## config.mk

```make
export PLATFORM = sky130hd
export DESIGN_NAME = fifo_uart_tx
export DESIGN_NICKNAME = d
export VERILOG_FILES = /design/src/rtl/fifo_uart_pkg.sv /design/src/rtl/uart_bit_timer.sv /design/src/rtl/fifo_uart_tx.sv
export SDC_FILE = /design/constraint.sdc
export NUM_CORES = 1
export LEC_CHECK = 0
export CORE_UTILIZATION = 45
export DETAILED_ROUTE_END_ITERATION = 7
export GPL_TIMING_DRIVEN = 0
export PLACE_DENSITY = 0.66
export SLEW_MARGIN = 25
export SYNTH_ARGS = -nofsm -noshare
export SYNTH_HDL_FRONTEND = slang
export SYNTH_SLANG_ARGS = --single-unit
```

## constraint.sdc

```tcl
create_clock -name clk -period 1.9 [get_ports clk]
set_clock_uncertainty 0.2 [all_clocks]
set_input_delay 0.19 -clock clk [delete_from_list [all_inputs] [get_ports clk]]
set_output_delay 0.19 -clock clk [all_outputs]
set_load 0.01 [all_outputs]
```

## src/rtl/fifo_uart_pkg.sv

```systemverilog
// rtl/fifo_uart_pkg.sv - state encoding and counter-width helper shared by the fifo_uart_tx slice
package fifo_uart_pkg;

  typedef enum logic [2:0] {
    ST_IDLE  = 3'd0,
    ST_POP   = 3'd1,
    ST_LOAD  = 3'd2,
    ST_START = 3'd3,
    ST_DATA  = 3'd4,
    ST_STOP  = 3'd5
  } uart_state_t;

  // A counter for n states needs at least one bit even when n is 1.
  function automatic int ctr_width(input int n);
    return (n < 2) ? 1 : $clog2(n);
  endfunction

endpackage

```

## src/rtl/uart_bit_timer.sv

```systemverilog
// rtl/uart_bit_timer.sv - free-running bit-period tick, realigned by restart
module uart_bit_timer #(
  parameter int CLKS_PER_BIT = 4
) (
  input  logic clk,
  input  logic rst_n,
  input  logic restart,
  output logic bit_done
);
  import fifo_uart_pkg::*;

  localparam int TW = ctr_width(CLKS_PER_BIT);
  localparam logic [TW-1:0] LAST = TW'(CLKS_PER_BIT - 1);

  logic [TW-1:0] tick;

  // Wrapping at LAST is the reload at every bit boundary.
  always_ff @(posedge clk or negedge rst_n) begin
    if (!rst_n) begin
      tick <= '0;
    end else if (restart || tick == LAST) begin
      tick <= '0;
    end else begin
      tick <= tick + 1'b1;
    end
  end

  assign bit_done = (tick == LAST);

endmodule

```

## src/rtl/fifo_uart_tx.sv

```systemverilog
// rtl/fifo_uart_tx.sv - drains a synchronous FIFO one word per serial frame (start, LSB-first data, stop)
module fifo_uart_tx #(
  parameter int DATA_W       = 4,
  parameter int CLKS_PER_BIT = 4
) (
  input  logic              clk,
  input  logic              rst_n,
  input  logic              tx_enable,
  input  logic              fifo_empty,
  input  logic [DATA_W-1:0] fifo_data,
  output logic              fifo_r_en,
  output logic              tx,
  output logic              busy
);
  import fifo_uart_pkg::*;

  localparam int BW = ctr_width(DATA_W);
  localparam logic [BW-1:0] LAST_BIT = BW'(DATA_W - 1);

  uart_state_t       state;
  logic [DATA_W-1:0] shreg;
  logic [BW-1:0]     bit_cnt;
  logic              bit_done;
  logic              restart;
  logic              can_pop;

  assign can_pop = tx_enable && !fifo_empty;
  assign restart = (state == ST_LOAD);

  uart_bit_timer #(
    .CLKS_PER_BIT(CLKS_PER_BIT)
  ) u_bit_timer (
    .clk     (clk),
    .rst_n   (rst_n),
    .restart (restart),
    .bit_done(bit_done)
  );

  always_ff @(posedge clk or negedge rst_n) begin
    if (!rst_n) begin
      state     <= ST_IDLE;
      shreg     <= '0;
      bit_cnt   <= '0;
      tx        <= 1'b1;
      fifo_r_en <= 1'b0;
      busy      <= 1'b0;
    end else begin
      fifo_r_en <= 1'b0;
      case (state)
        ST_IDLE: begin
          if (can_pop) begin
            state     <= ST_POP;
            fifo_r_en <= 1'b1;
            busy      <= 1'b1;
          end
        end
        ST_POP: state <= ST_LOAD;
        // FIFO data_out is valid here, one cycle after the read strobe.
        ST_LOAD: begin
          shreg <= fifo_data;
          tx    <= 1'b0;
          state <= ST_START;
        end
        ST_START: begin
          if (bit_done) begin
            tx      <= shreg[0];
            shreg   <= shreg >> 1;
            bit_cnt <= '0;
            state   <= ST_DATA;
          end
        end
        ST_DATA: begin
          if (bit_done) begin
            if (bit_cnt == LAST_BIT) begin
              tx    <= 1'b1;
              state <= ST_STOP;
            end else begin
              tx      <= shreg[0];
              shreg   <= shreg >> 1;
              bit_cnt <= bit_cnt + 1'b1;
            end
          end
        end
        ST_STOP: begin
          if (bit_done) begin
            if (can_pop) begin
              state     <= ST_POP;
              fifo_r_en <= 1'b1;
            end else begin
              state <= ST_IDLE;
              busy  <= 1'b0;
            end
          end
        end
        default: begin
          state <= ST_IDLE;
          tx    <= 1'b1;
          busy  <= 1'b0;
        end
      endcase
    end
  end

endmodule
```

==> results.json, run 1 <==
{
  "path_clk_slew_ns": 0.09,
  "fp.dieH_um": 44.7,
  "p_leak_nw": 0.427,
  "cts_made_buffers": 3,
  "drt_wl_total_mm": 1.66,
  "yosysTopAreaCell": "dfrtp_1",
  "pin_count": 11,
  "die_x_um": 44.7,
  "finalHoldViolations": 0,
  "ys_async_sr_fraction_pct": 100,
  "worstPathMaxFanout": 10,
  "synth_compound_area_share_pct": 21.2,
  "post-place-cells": 127,
  "dp_hpwl_mm": 1.20,
  "drtAntennaViolNets": 0,
  "final_critical_path_setup_slack_ns": 0.143,
  "grt_antenna_before_repair": 0,
  "stdcell_area_um2": 990,
  "setup_viol": 0,
  "area_growth_syn_to_layout_pct": 20.4,
  "crit_path_start_kind": "flop",
  "drive_above_1_share_pct": 14.2,
  "cts_max_level": 1,
  "hold_path.class": "primary input to async pin",
  "fp-row-count": 15,
  "cts_setup_buffers": 0,
  "mostFrequentLayoutCell": "dfrtp_1",
  "total_power_mw": 1.54,
  "routabilityCongestion": 0.756,
  "worstPathRequired_ns": 1.91,
  "drv_cap": 0,
  "start_util_pct": 47.6,
  "cts_tree": "built",
  "grt_max_degree": 15,
  "synth_top_area_share_pct": 39.6,
  "clk_latency_ns": 0.28,
  "status": "finished, final reports clean",
  "fin_cells": 131,
  "worst_pin_slew_ns": 0.627,
  "grt_pass1_wl_mm": 2.85,
  "port_buffers": 10,
  "p_per_area_mw_per_mm2": 1560,
  "synth.avg_cell_area_um2": 8.94,
  "synth-adder-area-share_pct": 3.04,
  "crit_arrival_ns": 1.77,
  "slew_violations": 0,
  "crit_type": "flop to flop",
  "yosys-top-cells-area": "dfrtp_1, a21oi_1, nor2_1",
  "critPathCaptureType": "flop",
  "max_freq_ghz": 0.569,
  "rsz0062_at_grt": "no",
  "dr.pass1.iters": 4,
  "r2r_cells": 6,
  "place_area_um2": 953,
  "grt_pass1_vias": 664,
  "synth.area.mux_share_pct": 3.81,
  "finalCritPeriodShare_pct": 92.5,
  "cts_sinks": 14,
  "final_cell_mix": "dfrtp_1, a21oi_1, clkdlybuf4s50_1",
  "setup-tns-final_ns": 0,
  "dr_total_vias": 692,
  "synthCells": 92,
  "die_area_mm2": 0.00200,
  "grt_usage_pct": 20.1,
  "clock_path_buffers": 2,
  "ys_ff_latch": 14,
  "ir_drop_mv": 0.827,
  "via_per_inst": 5.28,
  "synth_top_family_by_area": "simple AND/OR/NAND/NOR gates",
  "cts_root_buffer": "clkbuf_4",
  "diodes": 0,
  "synth_nets": 102,
  "ctsResizeCount": 0,
  "routedWlPerCell_um": 12.7,
  "synth_edf_count": 0,
  "finalCriticalPeriod_ns": 1.76,
  "yosys_most_used_dff": "dfrtp_1",
  "netlist_area_um2": 822,
  "fillers": 167,
  "dr.first_iter.drc_count": 14,
  "core_area_mm2": 0.00173,
  "synth_simple_gate_area_share_pct": 22.8,
  "synth_xor_area_share_pct": 0,
  "synth_seq_area_share_pct": 42.8,
  "dp_slack_ns": 0.165,
  "drcViolationCount": 0,
  "ctsHoldBuffers": 0,
  "overflow": 0,
  "nNetsFinal": 117,
  "max-slew-margin-rel_pct": 58.1,
  "yosys_warnings": 0,
  "synth_cell_types": 32
}
==> critical path, stage by stage, from the launching register on <==
cell and delay [ns]:
dfrtp_1 0.36, ha_1 0.24, clkbuf_1 0.39, a21oi_1 0.13
a21oi_1 0.18, nor2_1 0.06, a21oi_1 0.13
==> cell type report <==
type	count	area (um^2)	area share [%]
clock buffer	4	36.3	3.67
buffer	5	26.3	2.65
sequential	14	352	35.5
inverter	7	26.3	2.65
timing repair buffer	10	100	10.1
multi-input combinational	66	418	42.2
tap	25	31.3	3.16
==> where the power goes <==
group	internal [mW]	leakage (nW)	switching, mW
Combinational	0.371	0.238	0.413
Clock	0.117	0.0210	0.0999
Sequential	0.436	0.168	0.106
Total	0.924	0.427	0.619
==> registers in the layout (all words and copies together), names as in the netlist <==
register / flops
tx: 1
busy: 1
fifo_r_en: 1
shreg: 4
u_bit_timer.tick: 2
state: 3
bit_cnt: 2
==> routing by layer <==
layer | vias up | global-route usage, % | routed length (um)
met2 | 13 | 31.8 | 776
met4 | 0 | 13.3 | 30
met1 | 322 | 25.1 | 794
li1 | 353 | - | -
met5 | - | 0 | 0
met3 | 4 | 3.60 | 60
==> synth_stat cells (2+ instances only) <==
cell type / n
nor2_1: 9
ha_1: 2
a31oi_1: 2
nor3b_1: 3
o22ai_1: 3
o21bai_1: 2
buf_2: 3
a21oi_1: 11
dfrtp_1: 13
mux2i_1: 2
nor2b_1: 2
o221ai_1: 2
nand2_1: 8
inv_1: 7
o21ai_0: 5
nor3_1: 2
==> kinds of logic after synthesis <==
kind of cell	after synthesis
and+or+nand+nor	32
AOI/OAI and AO/OA	29
DFF	14
buffers and inverters	12
muxes	3
adders and majority gates	2
==> path summary, 6_finish.rpt <==
path	startpoint	to	slack, ns
setup reg to reg	u_bit_timer.tick[0]	tx	0.14
hold / removal	rst_n	bit_cnt[0]	0.09
max in group asynchronous	rst_n	shreg[1]	1.01
setup / recovery	u_bit_timer.tick[0]	tx	0.14
min in group clk	u_bit_timer.tick[0]	u_bit_timer.tick[0]	0.24
hold reg to reg	u_bit_timer.tick[0]	u_bit_timer.tick[0]	0.24
==> per-stage QoR <==
stage | utilization (%) | hold WS, ns
after detailed placement | 55.2 | 0.234
final | 57.3 | 0.0886
after floorplan | - | -0.306
after global placement | 55.2 | 0.229
after global routing | 57.3 | 0.163
after CTS | 57.3 | 0.111
Note: power is estimated with default switching activity, not from simulation.
==> inputs of run 2 (changes only) <==
--- a/config.mk
+++ b/config.mk
@@ -13,3 +13,4 @@
 export SYNTH_ARGS = -nofsm -noshare
 export SYNTH_HDL_FRONTEND = slang
 export SYNTH_SLANG_ARGS = --single-unit
+export TNS_END_PERCENT = 5
==> results of run 2 <==
Final layout, timing and power as in run 1 (identical DEF).
==> inputs of run 3 (changes only) <==
==> constraint.sdc (replaced) <==
create_clock -name clk -period 1.8 [get_ports clk]
set_clock_uncertainty 0.2 [all_clocks]
set_input_delay 0.18 -clock clk [delete_from_list [all_inputs] [get_ports clk]]
set_output_delay 0.18 -clock clk [all_outputs]
set_load 0.01 [all_outputs]
==> run 3 against run 2 <==
Effect of this change: sequential power grew 5.9%; critical path depth fell by 5; clock power grew 6%; register-to-register slack got worse by 0.06 ns; die area unchanged; global-route usage did not move; via count fell by 0.43%; routed wire length grew 1.6%; worst hold slack worse by 0.011 ns; critical path type is now flop to primary output; critical endpoint is now tx.
==> results.json, run 3 (same netlist as run 1, synthesis figures left out) <==
{
  "fillers": 168,
  "mostFrequentLayoutCell": "dfrtp_1",
  "hold_path.class": "primary input to async pin",
  "post-place-cells": 127,
  "reg_top3": "shreg (4), state (3)",
  "dr_total_vias": 689,
  "finalCritPeriodShare_pct": 95.2,
  "cts_max_level": 1,
  "worst-path-buf-inv": 1,
  "largest_reg_flops": 4,
  "multi_input_area_um2": 420,
  "crit_type": "flop to primary output",
  "via_per_inst": 5.26,
  "slew_violations": 0,
  "grt_antenna_before_repair": 0,
  "grt_pass1_wl_mm": 2.85,
  "routabilityCongestion": 0.756,
  "routedWlPerCell_um": 12.9,
  "final_cell_mix": "dfrtp_1, a21oi_1, clkdlybuf4s50_1",
  "die_x_um": 44.7,
  "nNetsFinal": 117,
  "p_leak_nw": 0.429,
  "drt_wl_total_mm": 1.69,
  "finalHoldViolations": 0,
  "r2r-end": "shreg[0]",
  "die_area_mm2": 0.00200,
  "clk_latency_ns": 0.28,
  "worstPathMaxFanout": 2,
  "cts_tree": "built",
  "cpPeakStageDelay_ns": 0.53,
  "overflow": 0,
  "port_buffers": 10,
  "dr.pass1.iters": 4,
  "fin_util_pct": 57.5,
  "fin_cells": 131,
  "diodes": 0,
  "crit_path_start_kind": "flop",
  "fp-row-count": 15,
  "ctsHoldBuffers": 0,
  "finalCriticalPeriod_ns": 1.71,
  "drtAntennaViolNets": 0,
  "drive_above_1_share_pct": 16.0,
  "regMostFlops": "shreg",
  "fp.dieH_um": 44.7,
  "critPathCaptureType": "primary output",
  "max-slew-margin-rel_pct": 58.1,
  "dp_hpwl_mm": 1.20,
  "grt_max_degree": 15,
  "clock_path_buffers": 2,
  "cts_root_buffer": "clkbuf_4",
  "drcViolationCount": 0,
  "grt_pass1_vias": 666,
  "p_per_area_mw_per_mm2": 1650,
  "r2r_cells": 4,
  "cts_sinks": 14,
  "grt_usage_pct": 20.1,
  "drv_cap": 0,
  "path_clk_slew_ns": 0.09,
  "rsz0062_at_grt": "no",
  "dr.first_iter.drc_count": 14,
  "setup-tns-final_ns": 0,
  "pin_count": 11,
  "crit_chain": "clkdlybuf4s50_1",
  "worst_pin_slew_ns": 0.626,
  "cts_made_buffers": 3,
  "area_growth_syn_to_layout_pct": 20.9,
  "status": "finished, final reports clean",
  "worstPathRequired_ns": 1.42,
  "r2r_start": "bit_cnt[0]",
  "critPathSlowestCell": "dfstp_2",
  "max_freq_ghz": 0.583,
  "critical_path.top_delay_family": "flip-flops",
  "ir_drop_mv": 0.830,
  "core_area_mm2": 0.00173,
  "r2r_slack_ns": 0.09,
  "setup_viol": 0,
  "seq_area_um2": 352,
  "crit_arrival_ns": 1.33,
  "start_util_pct": 47.6
}
-- run 3: timing repair --
item / in CTS / in global routing
setup buffers: 0 / 0
resized for setup: 0 / 3
endpoints found under the setup margin: 0 / 5
-- run 3: power by group --
| group | switching [mW] | total [mW] | leakage, nW | internal [mW] |
|---|---|---|---|---|
| registers | 0.113 | 0.574 | 0.168 | 0.460 |
| logic | 0.437 | 0.833 | 0.240 | 0.396 |
| clock network | 0.106 | 0.229 | 0.0210 | 0.123 |
-- run 3: area by class of cell --
cell class / instances / area share [%]
Inverter: 7 / 2.64
Buffer: 5 / 2.77
Tap cell: 25 / 3.15
Clock buffer: 4 / 3.65
Sequential cell: 14 / 35.4
Multi-Input combinational cell: 66 / 42.3
Timing Repair Buffer: 10 / 10.1
-- run 3: per-layer routing --
| layer | wire length [um] | GRT usage [%] | vias up |
|---|---|---|---|
| met5 | 0 | 0 | - |
| met4 | 30 | 13.3 | 0 |
| met3 | 60 | 3.60 | 4 |
| met2 | 796 | 30.9 | 13 |
| met1 | 800 | 25.9 | 319 |
| li1 | - | - | 353 |
-- run 3: worst max-delay path by stage --
stage                              startpoint  cells after the start  endpoint
after floorplan                    bit_cnt[0]                      4  shreg[0]
after global placement    u_bit_timer.tick[0]                      5  shreg[0]
after detailed placement  u_bit_timer.tick[0]                      5  shreg[0]
after CTS                 u_bit_timer.tick[0]                      5  shreg[0]
after global routing               bit_cnt[0]                      4  shreg[0]
final                                      tx                      1        tx
-- run 3: per-stage QoR --
stage	hold slack, ns	power, mW	worst slack [ns]	area, um^2
after floorplan	-0.316	1.19	0.199	822
after global placement	0.229	1.38	0.0611	953
after detailed placement	0.234	1.41	0.0647	953
after CTS	0.101	1.64	0.0502	990
after global routing	0.153	1.78	0.00237	993
final	0.0777	1.64	0.0857	993
==> RTL edit 1 (settings of run 1) <==
`CLKS_PER_BIT` is set to 4 in 2 places; all go to 8.
--- a/src/rtl/uart_bit_timer.sv
+++ b/src/rtl/uart_bit_timer.sv
@@ -1,6 +1,6 @@
 // rtl/uart_bit_timer.sv - free-running bit-period tick, realigned by restart
 module uart_bit_timer #(
-  parameter int CLKS_PER_BIT = 4
+  parameter int CLKS_PER_BIT = 8
 ) (
   input  logic clk,
   input  logic rst_n,
--- a/src/rtl/fifo_uart_tx.sv
+++ b/src/rtl/fifo_uart_tx.sv
@@ -1,7 +1,7 @@
 // rtl/fifo_uart_tx.sv - drains a synchronous FIFO one word per serial frame (start, LSB-first data, stop)
 module fifo_uart_tx #(
   parameter int DATA_W       = 4,
-  parameter int CLKS_PER_BIT = 4
+  parameter int CLKS_PER_BIT = 8
 ) (
   input  logic              clk,
   input  logic              rst_n,
Behaviour: not the same (a bounded check fails within 10 cycles, from zero or initial values and one cycle with rst_n low).
==> RTL edit 1 against run 1 <==
Maximum frequency shrank 4.7%; sequential cell count grew 1; area after synthesis fell by 1.5%; setup slack worse by 87 ps; final area up 6.3%; routed wire length fell by 3.4%; total power is 3.6% lower; combinational power fell by 1%; critical path type unchanged; largest cell class unchanged; highest routed layer unchanged.
==> RTL edit 1: results (changes against run 1) <==
global_routing:
  grt_pass1_wl_um: 2790  # -2.2%
  met3_usage: 0.0653  # +0.0293
  use_met2: 0.291  # -0.0265
  grt_max_degree: 16  # +1
  grtUsageMet1: 0.264  # +0.0131
  grt_pass1_vias: 644  # -3.0%
routing:
  met1Wirelength_um: 782  # -1.5%
  routed_wl_um: 1610  # -3.4%
  route.met3.wl_um: 58  # -3.3%
  wl_met2_um: 739  # -4.8%
  vias_per_cell: 5.45  # +3.1%
synth:
  synthCells: 78  # -15%
  yosys-top-cells-count: "dfrtp_1 (14), nor2_1 (6), a21oi_1 (5)"
  synth.yosys.seq_area_share: 0.465  # +0.0375
  synth-compound-area-share: 0.179  # -0.0323
  synthAdderAreaFrac: 0.0464  # +0.0159
layout:
  layout-drive-gt1-share: 0.242  # +0.101
  fill_cells: 132  # -21%
  fin_nets: 107  # -8.5%
run_status:
  outcome: "finished clean"
placement:
  dpl_cell_area_um2: 980  # +2.8%
worst_setup_path:
  crit_slowest_cell: "dfrtp_1"
  reg2reg_depth: 4  # -2
  endpoint: "shreg[1]"
  crit_family: "multiplexers"
  cp_slowest_stage_delay_ps: 430  # +40 ps
  critPathArrivalTime_ps: 1820  # +50 ps
pwr:
  powerDensity_mw_per_mm2: 1410  # -9.3%
  total_leakage_power_nw: 0.446  # +4.3%
  p_clk_mw: 0.181  # -17%
  vdd_ir_drop_max_v: 0.000797  # -3.6%
sta:
  whs_ps: 102  # +12.9 ps
  tightest_slew_ps: 655  # +27.6 ps
-- RTL edit 1: logic make-up (layout without fill, tap and decap cells) --
family                     after synthesis  in the layout
muxes                                    7              7
adders and majority gates                3              3
buffers and inverters                    8             25
and+or+nand+nor                         25             25
DFF                                     15             15
AOI/OAI and AO/OA                       20             20
-- RTL edit 1: area by class of cell --
type / instances / area, um2 / share of cell area
Buffer: 3 / 16.3 / 0.0155
Clock buffer: 4 / 26.3 / 0.0250
Inverter: 4 / 15.0 / 0.0143
Multi-Input combinational cell: 55 / 457 / 0.434
Sequential cell: 15 / 378 / 0.359
Tap cell: 24 / 30.0 / 0.0285
Timing Repair Buffer: 14 / 130 / 0.124
-- RTL edit 1: what timing repair did --
| item | 4_1_cts | 5_1_grt |
|---|---|---|
| endpoints found under the setup margin | 3 | 3 |
| buffers inserted | 2 | 2 |
| hold endpoints to repair | 0 | 0 |
| pin swaps | 2 | 1 |
| resized for setup | 3 | 1 |
| hold buffers | 0 | 0 |
==> RTL edit 2 (flow settings as in run 1) <==
Made on the original files. Reset style: synchronous (`rst_n`), changed in 2 clocked blocks.
--- a/src/rtl/uart_bit_timer.sv
+++ b/src/rtl/uart_bit_timer.sv
@@ -15,7 +15,7 @@
   logic [TW-1:0] tick;
 
   // Wrapping at LAST is the reload at every bit boundary.
-  always_ff @(posedge clk or negedge rst_n) begin
+  always_ff @(posedge clk) begin
     if (!rst_n) begin
       tick <= '0;
     end else if (restart || tick == LAST) begin
--- a/src/rtl/fifo_uart_tx.sv
+++ b/src/rtl/fifo_uart_tx.sv
@@ -36,7 +36,7 @@
     .bit_done(bit_done)
   );
 
-  always_ff @(posedge clk or negedge rst_n) begin
+  always_ff @(posedge clk) begin
     if (!rst_n) begin
       state     <= ST_IDLE;
       shreg     <= '0;
Formal check against the unedited RTL: differs if rst_n is asserted again (counterexample within 4 cycles, from zero or initial values and one cycle with rst_n low); with rst_n held inactive, the same outputs for 10 cycles.
==> RTL edit 2 against run 1 <==
Final area up 0.51%; setup slack better by 26 ps; die area up 1.3%; routed wire length up 12%; sequential share of layout area down 7.3 points; non-clock buffer count up 4; sequential cell count unchanged; count of clock-buffer cells in the layout down 1; cell count up 6.9%; area after synthesis up 1.4%; critical path type unchanged; critical endpoint is now shreg[2]; largest cell class unchanged; highest routed layer unchanged.
Power is not compared: it rests on default switching activity, and its combinational part moved more than twofold at a synthesized area within 25%.
==> RTL edit 2: results (changes against run 1) <==
run_status:
  outcome: "finished clean"
synth:
  ys_top_cells_by_area: "dfxtp_1 (34%), o21ai_0 (5.4%), a21oi_1 (4.2%)"
  yosysUniqueCellTypes: 41  # +28%
  yosys-top-cells-count: "dfxtp_1 (14), o21ai_0 (9), nand2_1 (8), a21oi_1 (7), nor2_1 (6)"
  muxShareOfSynthArea: 0  # -0.0381
  synth-compound-area-share: 0.305  # +0.0932
  synthAdderAreaFrac: 0.0300  # -0.000411
  synthArstFlopShare: 0  # -1.00
  synth.yosys.seq_area_share: 0.336  # -0.0914
  synth_nets: 111  # +8.8%
  synth_flop_cell: "dfxtp_1"
worst_setup_path:
  path_max_fanout: 4  # -6
  r2r_start: "bit_cnt[0]"
  reg2reg_setup_slack_ps: 170  # +30 ps
  cp-start-kind: "register"
  critPathArrivalTime_ps: 1750  # -20 ps
routing:
  wire_per_inst_um: 13.3  # +4.8%
  dr_total_vias: 800  # +16%
  drt_iter0_drc: 16  # +2
placement:
  place_ws_ps: 145  # -19.2 ps
  place.gp.congestion: 0.794  # +5.0%
  dpl_cell_area_um2: 965  # +1.2%
  dp_hpwl_um: 1350  # +12%
global_routing:
  grt_pass1_vias: 670  # +0.90%
  grtUsageTotal: 0.219  # +0.0181
  grt_max_degree: 11  # -4
  grt_pass1_wl_um: 3130  # +9.9%
pwr:
  power_frac_clock: 0.232
  p_sw_mw: 0.224
sta:
  tightest_slew_ps: 439  # -188 ps
  fmax_mhz: 578  # +1.5%
layout:
  reg_top3: "shreg: 4 flops, state: 3 flops"
  fin_nets: 127  # +8.5%
  layout-drive-gt1-share: 0.104  # -0.0372
  fill_cells: 177  # +6.0%
hold_path:
  min_path_type: "register to register"
-- RTL edit 2: cell count changes in the layout (fill, tap and decap cells not counted), sizes merged, moves of 3 or more --
cell   delta
a21oi     -5
nor2      -3
o22ai     -3
o21ai     +5
buf       +3
dfrtp    -13
dfxtp    +14
-- RTL edit 2: worst paths after layout --
kind	endpoint	cells past startpoint
max	shreg[2]	6
min reg2reg	u_bit_timer.tick[0]	1
max reg2reg	shreg[2]	6
min	u_bit_timer.tick[0]	1
-- RTL edit 2: cell type report --
| class | instances | area [um2] | share of cell area |
|---|---|---|---|
| multi-input combinational | 74 | 490 | 0.493 |
| sequential | 14 | 280 | 0.282 |
| timing repair buffer | 11 | 108 | 0.108 |
| buffer | 8 | 43.8 | 0.0440 |
| tap | 25 | 31.3 | 0.0314 |
| clock buffer | 3 | 22.5 | 0.0226 |
| inverter | 5 | 18.8 | 0.0189 |
-- RTL edit 2: cells by family (layout without fill, tap and decap cells) --
kind of cell / after synthesis / after routing
buffers and inverters: 13 / 27
AND/OR/NAND/NOR: 35 / 35
flip-flops: 14 / 14
AO/OA/AOI/OAI: 37 / 37
adder cells (fa/ha/maj): 2 / 2
-- RTL edit 2: worst max-delay path: stages, from the launching register on --
cell,delay [ps]
dfxtp_1,340
ha_1,250
nand4bb_1,280
o211ai_2,250
buf_4,160
o21ai_0,70
a21oi_1,130
-- RTL edit 2: layer usage --
metal | track usage | share of wire | vias up
met5 | 0 | 0 | -
met1 | 0.303 | 0.48 | 367
met2 | 0.328 | 0.45 | 22
met4 | 0.109 | 0.023 | 0
met3 | 0.0360 | 0.050 | 5
li1 | - | - | 406
-- RTL edit 2: per-stage QoR --
| step | power (mW) | std cells | hold slack (ps) |
|---|---|---|---|
| 3_3_place_gp | 0.556 | 136 | 233 |
| 6_report | 0.725 | 140 | 268 |
| 3_5_place_dp | 0.558 | 136 | 243 |
| 4_1_cts | 0.729 | 139 | 262 |
| 5_1_grt | 0.776 | 140 | 305 |
| 2_1_floorplan | 0.493 | 101 | 123 |
-- RTL edit 2: power by group through the flow --
| stage | combinational [mW] | sequential (mW) | clock [mW] |
|---|---|---|---|
| after floorplan | 0.143 | 0.349 | 0 |
| after global placement | 0.206 | 0.350 | 0 |
| after detailed placement | 0.207 | 0.351 | 0 |
| after CTS | 0.208 | 0.344 | 0.177 |
| after global routing | 0.236 | 0.348 | 0.192 |
| final | 0.212 | 0.344 | 0.169 |
